--- config.mk ---
export PLATFORM = sky130hd
export DESIGN_NAME = pc_fetch_sequencer
export DESIGN_NICKNAME = d
export VERILOG_FILES = /design/src/rtl/pc_fetch_sequencer.sv
export SDC_FILE = /design/constraint.sdc
export NUM_CORES = 1
export LEC_CHECK = 0
export BUFFER_PORTS_ARGS = -buffer_cell sky130_fd_sc_hd__buf_2
export CAP_MARGIN = 20
export CORE_ASPECT_RATIO = 1.1
export CORE_UTILIZATION = 40
export CTS_BUF_LIST = sky130_fd_sc_hd__clkbuf_16
export DETAILED_ROUTE_END_ITERATION = 10
export PLACE_DENSITY = 0.66
export SLEW_MARGIN = 20
export SYNTH_ARGS = -nofsm -noshare
export SYNTH_HDL_FRONTEND = slang
export SYNTH_SLANG_ARGS = --single-unit
--- constraint.sdc ---
create_clock -name clk -period 2.8 [get_ports clk]
set_clock_uncertainty 0.1 [all_clocks]
set_input_delay 0.14 -clock clk [delete_from_list [all_inputs] [get_ports clk]]
set_output_delay 0.14 -clock clk [all_outputs]
set_load 0.01 [all_outputs]
--- src/rtl/pc_fetch_sequencer.sv ---
// pc_fetch_sequencer: sequences the pc register and the imem req/ack port, delivering instructions to decode.
module pc_fetch_sequencer #(
  parameter logic [15:0] RESET_VEC = 16'h0000,
  parameter logic [15:0] PC_INC = 16'd2,
  parameter logic [3:0] HALT_OP = 4'hF,
  parameter int unsigned CNT_W = 4,
  parameter int unsigned TIMEOUT = 15
) (
  input  logic clk,
  input  logic rst,
  input  logic stall,
  input  logic redirect,
  input  logic [15:0] redirect_target,
  input  logic resume,
  input  logic [15:0] pc_addr,
  output logic pc_enable,
  output logic [15:0] pc_in,
  output logic imem_req,
  output logic [15:0] imem_addr,
  input  logic imem_ack,
  input  logic [15:0] imem_rdata,
  output logic [15:0] instr,
  output logic instr_valid,
  output logic halted,
  output logic fetch_err
);
  typedef enum logic [1:0] {BOOT, FETCH, WAIT, HALTED} state_t;
  state_t state_q, state_d;
  logic [CNT_W-1:0] cnt_q, cnt_d;
  logic pend_q, pend_d;
  logic [15:0] pend_tgt_q, pend_tgt_d;
  logic [15:0] instr_q, instr_d;
  logic instr_valid_q, instr_valid_d;
  logic halted_q, halted_d;
  logic fetch_err_q, fetch_err_d;
  logic issue, done, deliver;
  assign issue = (state_q == FETCH && !redirect && !stall) || state_q == WAIT;
  assign done = issue && imem_ack;
  assign deliver = !redirect && !pend_q;
  always_ff @(posedge clk) begin
    if (rst) begin
      state_q <= BOOT;
      cnt_q <= '0;
      pend_q <= 1'b0;
      pend_tgt_q <= '0;
      instr_q <= '0;
      instr_valid_q <= 1'b0;
      halted_q <= 1'b0;
      fetch_err_q <= 1'b0;
    end else begin
      state_q <= state_d;
      cnt_q <= cnt_d;
      pend_q <= pend_d;
      pend_tgt_q <= pend_tgt_d;
      instr_q <= instr_d;
      instr_valid_q <= instr_valid_d;
      halted_q <= halted_d;
      fetch_err_q <= fetch_err_d;
    end
  end
  always_comb begin
    state_d = state_q;
    cnt_d = cnt_q;
    pend_d = pend_q;
    pend_tgt_d = pend_tgt_q;
    instr_d = instr_q;
    instr_valid_d = 1'b0;
    halted_d = halted_q;
    fetch_err_d = fetch_err_q;
    if (state_q == BOOT) state_d = FETCH;
    if (state_q == FETCH && issue && !imem_ack) begin
      state_d = WAIT;
      cnt_d = '0;
    end
    if (state_q == WAIT && !imem_ack) begin
      pend_d = redirect ? 1'b1 : pend_q;
      pend_tgt_d = redirect ? redirect_target : pend_tgt_q;
      cnt_d = cnt_q + 1'b1;
      if (cnt_d == CNT_W'(TIMEOUT)) begin
        fetch_err_d = 1'b1;
        halted_d = 1'b1;
        pend_d = 1'b0;
        state_d = HALTED;
      end
    end
    if (state_q == HALTED && (redirect || resume)) begin
      halted_d = 1'b0;
      state_d = FETCH;
    end
    if (done) begin
      pend_d = 1'b0;
      instr_d = deliver ? imem_rdata : instr_q;
      instr_valid_d = deliver;
      halted_d = deliver && imem_rdata[15:12] == HALT_OP;
      state_d = halted_d ? HALTED : FETCH;
    end
  end
  always_comb begin
    imem_req = !rst && issue;
    pc_enable = !rst && (state_q == BOOT || done || (redirect && (state_q == FETCH || state_q == HALTED)));
    pc_in = state_q == BOOT ? RESET_VEC :
            !done ? redirect_target :
            redirect ? redirect_target :
            pend_q ? pend_tgt_q : pc_addr + PC_INC;
  end
  assign imem_addr = pc_addr;
  assign instr = instr_q;
  assign instr_valid = instr_valid_q;
  assign halted = halted_q;
  assign fetch_err = fetch_err_q;
endmodule

Word level (Yosys, flattened, before mapping):

Cells that the tools add are included.
W data, S select, Z words.

* reductions and logical operators: 34
* bitwise gates (word level): 1
* multiplexer cells: 19
* add/sub/neg operators: 2
* equal/unequal tests: 5

Operators with widths (number)
* $mux W16: 4
* $add A16 B2 Y16 const B: 1
* $mux W2: 7
* $logic_and A1 B1 Y1: 12
* $reduce_and A2 Y1: 5
* $eq A4 B4 Y1 const B: 2
* $mux W4: 2
* $mux W1: 6
* $reduce_bool A3 Y1: 2
* $logic_not A1 Y1: 5
* $logic_or A1 B1 Y1: 5
* $add A4 B1 Y4 const B: 1
* $eq A2 B2 Y1 const B: 2
* $reduce_bool A2 Y1: 2
* $reduce_or A2 Y1: 2
* $eq A2 B1 Y1 const B: 1
* $logic_not A2 Y1: 1
* $not A1 Y1: 1

* bits of input ports: 54
* register bits after elaboration: 42
* output and inout port bits: 53

Depth between registers and ports, before layout:

* depth in word-level cells: 11
* gate-level depth with buffers: 7

Least setup slack after synthesis:

Ideal clock, no wire load.

* path type: register -> output
* start point: reg state_q[1]
* end point: out pc_in[0]
* slack: 1.120 ns
* required time: 2.560 ns
* arrival: 1.440 ns
* cell stages (with the launch flop): 7
* path through: dfxtp_1 buf_4 nor2b_2 o21a_1 clkbuf_1 nor2_1 a211oi_1

* longest elaborated chain between the ends: 7

Ends and longest elaborated chain
* start, declared: RTL line 28 `state_t state_q, state_d;`
* start signal, assigned: RTL line 51 `state_q <= state_d;`
* $eq A2 B1 Y1: RTL line 37 `assign issue = (state_q == FETCH && !redirect && !stall) || state_q == WAIT;`
* $logic_and A1 B1 Y1 (2 in series): RTL line 37
* $logic_or A1 B1 Y1: RTL line 37
* $logic_and A1 B1 Y1: RTL line 38 `assign done = issue && imem_ack;`
* $mux W16: RTL line 102 `!done ? redirect_target :`
* $mux W16 *: RTL line 101 `pc_in = state_q == BOOT ? RESET_VEC :`
* end, declared: RTL line 17 `output logic [15:0] pc_in,`

Mark *: on every way between the ends. The rest lies on a longest branch, timed or not.

Worst setup path in the final report:

* start point: reg state_q[1]
* end point: out pc_in[13]

The elaborated chain is that of the path after synthesis.

==> results.md <==
- Post-CTS Resized: 0
- Crit Path Max Fanout: 10
- Leakage: 1.482 nW
- CTS Buffer Depth: 2
- Fin cells: 483
- Power Total: 1.577 mW
- Compound-Gate Fraction of Synth Area: 0.1767
- Synth Register Bits: 42
- Library cells used by synthesis: 45
- Hold slack: 1.432 ps
- Post-synthesis simple-gate area fraction: 0.2520
- Reg2Reg Depth: 5
- Vias per cell: 5.166
- Final setup violating endpoints: 0
- Dpl ws: 919.4 ps
- GRT Util Overall: 0.1933
- Cell Rows: 29
- Post-synthesis net count: 371
- Status: finished, final reports clean
- Syn Inst Count: 314
- Number of synthesized flops with an enable pin: 0
- Cell mode on critical path: o21a_1
- WP data required: 2560 ps
- Worst Setup End Kind: primary output
- Input/output buffers: 106
- Final-report hold violation count: 0
- Largest family of logic cells by synthesized area: simple AND/OR/NAND/NOR gates
- Total CTS buffers: 5
- Layout cells sized above 1: 0.3103
- Pwr Density: 493.4 mW/mm^2
- CTS Sinks: 42
- Final instance area: 0.003197 mm^2
- Initial DRC count: 122
- DR vias: 2495
- Antenna diode instance count: 0
- DR WL/cell: 12.75 um
- Hold path depth: 3
- DP Wirelength: 4358 um
- Asr flop ratio synth: 0
- Fin. max-slew vios: 0
- Root buffer cell: clkbuf_16
- H-tree depth: 2
- Initial antenna violation count: 0
- Fin util: 0.5472
- Register area share after synthesis: 0.3422
- Vias in the first global route: 2340
- Max Freq: 461.7 MHz
- Placed cell area: 0.002908 mm^2
- Crit path max-delay cell type: dfxtp_1
- Crit path arrival time: 1930 ps
- First-pass GRT wire length: 10170 um
- Most frequent cells in the layout: 106 x buf_2, 42 x dfxtp_1, 41 x nand2_1, 32 x nor2_1, 26 x a21oi_1
- Max transition margin: 0.4691
- Final Critical Period: 2166 ps
- Startpoint types: flip-flop
- Slew @ Worst Pin: 796.3 ps
- RSZ-0062 raised after global routing: no
- Final Cycle Share: 0.7736
- CP max stage delay: 480 ps
- Drt first pass iters: 4
- Top-Level Pins: 107
- Initial Util: 0.4206
- Max VDD drop: 0.0004151 V
- Area grow syn2layout: 30.09%
- TNS Setup: 0 ps
- CTS tree: built
- Avg Synthesized Cell Area: 7.826 um^2
- Worst hold path class: input port to flip-flop
- Horiz. Die Dim: 76.73 um
- DRC violations left: 0
- Synth warn: 0
- PnR worst setup slack: 634.0 ps
- Cells along the critical path: nor2b_2, o21a_1, o21a_1, a32o_1, buf_2
- Core Box Area: 0.005842 mm^2
- Post-route antenna net violation count: 0
- Synth Area in Adders: 0.01527
- WS Path Type: flip-flop to primary output
- Placer Congestion: 0.8292
- Post-synthesis mux area share: 0.08961
- Die ar.: 0.006461 mm^2
- Global route overflow: 0
- Die Span Y: 84.21 um
- Commonest non-fill, non-tap cell in the layout: buf_2
- Top FF cell, synth: dfxtp_1
- XOR/XNOR share of the synthesized area: 0.02495
- Nets: 462
- Largest net degree at the start of global routing: 45
- Cell Area, Synth: 0.002457 mm^2
- Clock-pin slew on the worst setup and hold paths: 60 ps
- Inst Count DP: 465
- MaxCap Viol Count: 0
- Worst-skew pair later-pin latency: 280 ps
- Drt total wl: 6158 um
## synth_stat cells, types with 3 or more instances
| cell type | number | area, um^2 |
|---|---|---|
| inv_1 | 8 | 30.03 |
| xnor2_1 | 6 | 52.55 |
| dfxtp_1 | 42 | 840.8 |
| nand2_1 | 41 | 153.9 |
| nor2b_1 | 3 | 18.77 |
| buf_2 | 6 | 30.03 |
| nand4_1 | 4 | 25.02 |
| o21a_1 | 8 | 60.06 |
| nand3_1 | 18 | 90.09 |
| buf_4 | 18 | 135.1 |
| nor2_1 | 32 | 120.1 |
| clkbuf_1 | 13 | 48.80 |
| a32o_1 | 3 | 30.03 |
| ha_1 | 3 | 37.54 |
| o21ai_0 | 10 | 50.05 |
| o31ai_1 | 6 | 45.04 |
| o211ai_1 | 4 | 30.03 |
| nor3_1 | 7 | 35.03 |
| mux2i_1 | 22 | 220.2 |
| a21oi_1 | 26 | 130.1 |
| nand2b_1 | 3 | 18.77 |
## where the power goes
| group | switching [mW] | leakage, nW | internal (mW) |
|---|---|---|---|
| clock network | 0.221 | 0.0915 | 0.507 |
| registers | 0.00716 | 0.339 | 0.607 |
| logic | 0.127 | 1.05 | 0.108 |
## registers in the layout, indices dropped and copies added, names as in the netlist
signal	cells
cnt_q	4
fetch_err	1
halted	1
instr	16
instr_valid	1
pend_q	1
pend_tgt_q	16
state_q	2
## worst paths after layout
path                   end  slack, ps          start
min reg2reg  pend_tgt_q[8]        350  pend_tgt_q[8]
max reg2reg         halted        910     state_q[1]
max              pc_in[13]        630     state_q[1]
min               instr[8]          1  imem_rdata[8]
## what timing repair did
item                      CTS  global route
hold buffers               10             0
setup buffers               0             0
hold endpoints to repair   10             0
## critical path, delay by kind of cell (launching register included)
kind / cells / cell delay (ps)
buffers and inverters: 1 / 130
AO/OA/AOI/OAI: 3 / 710
flip-flops: 1 / 480
AND/OR/NAND/NOR: 1 / 330
## routing by layer
metal / GRT usage / vias to the layer above / share of wire
met1: 0.2159 / 1110 / 0.43
li1: - / 1264 / -
met5: 0 / - / 0
met3: 0.04674 / 11 / 0.082
met2: 0.3506 / 110 / 0.47
met4: 0.07517 / 0 / 0.015
## area by class of cell
| type | instances | area, um^2 |
|---|---|---|
| sequential | 42 | 840.8 |
| timing repair buffer | 121 | 668.1 |
| multi-input combinational | 227 | 1373 |
| fill | 579 | 2645 |
| tap | 77 | 96.34 |
| clock buffer | 5 | 125.1 |
| clock inverter | 3 | 63.81 |
| inverter | 8 | 30.03 |
## logic make-up (layout without fill, tap and decap cells)
group / after synthesis / in the layout
and+or+nand+nor: 127 / 127
xor gates and xnor gates: 7 / 7
DFF: 42 / 42
AOI/OAI and AO/OA: 68 / 68
buffers and inverters: 45 / 137
adders and majority gates: 3 / 3
muxes: 22 / 22
No activity file was read; power rests on OpenSTA's default activity.
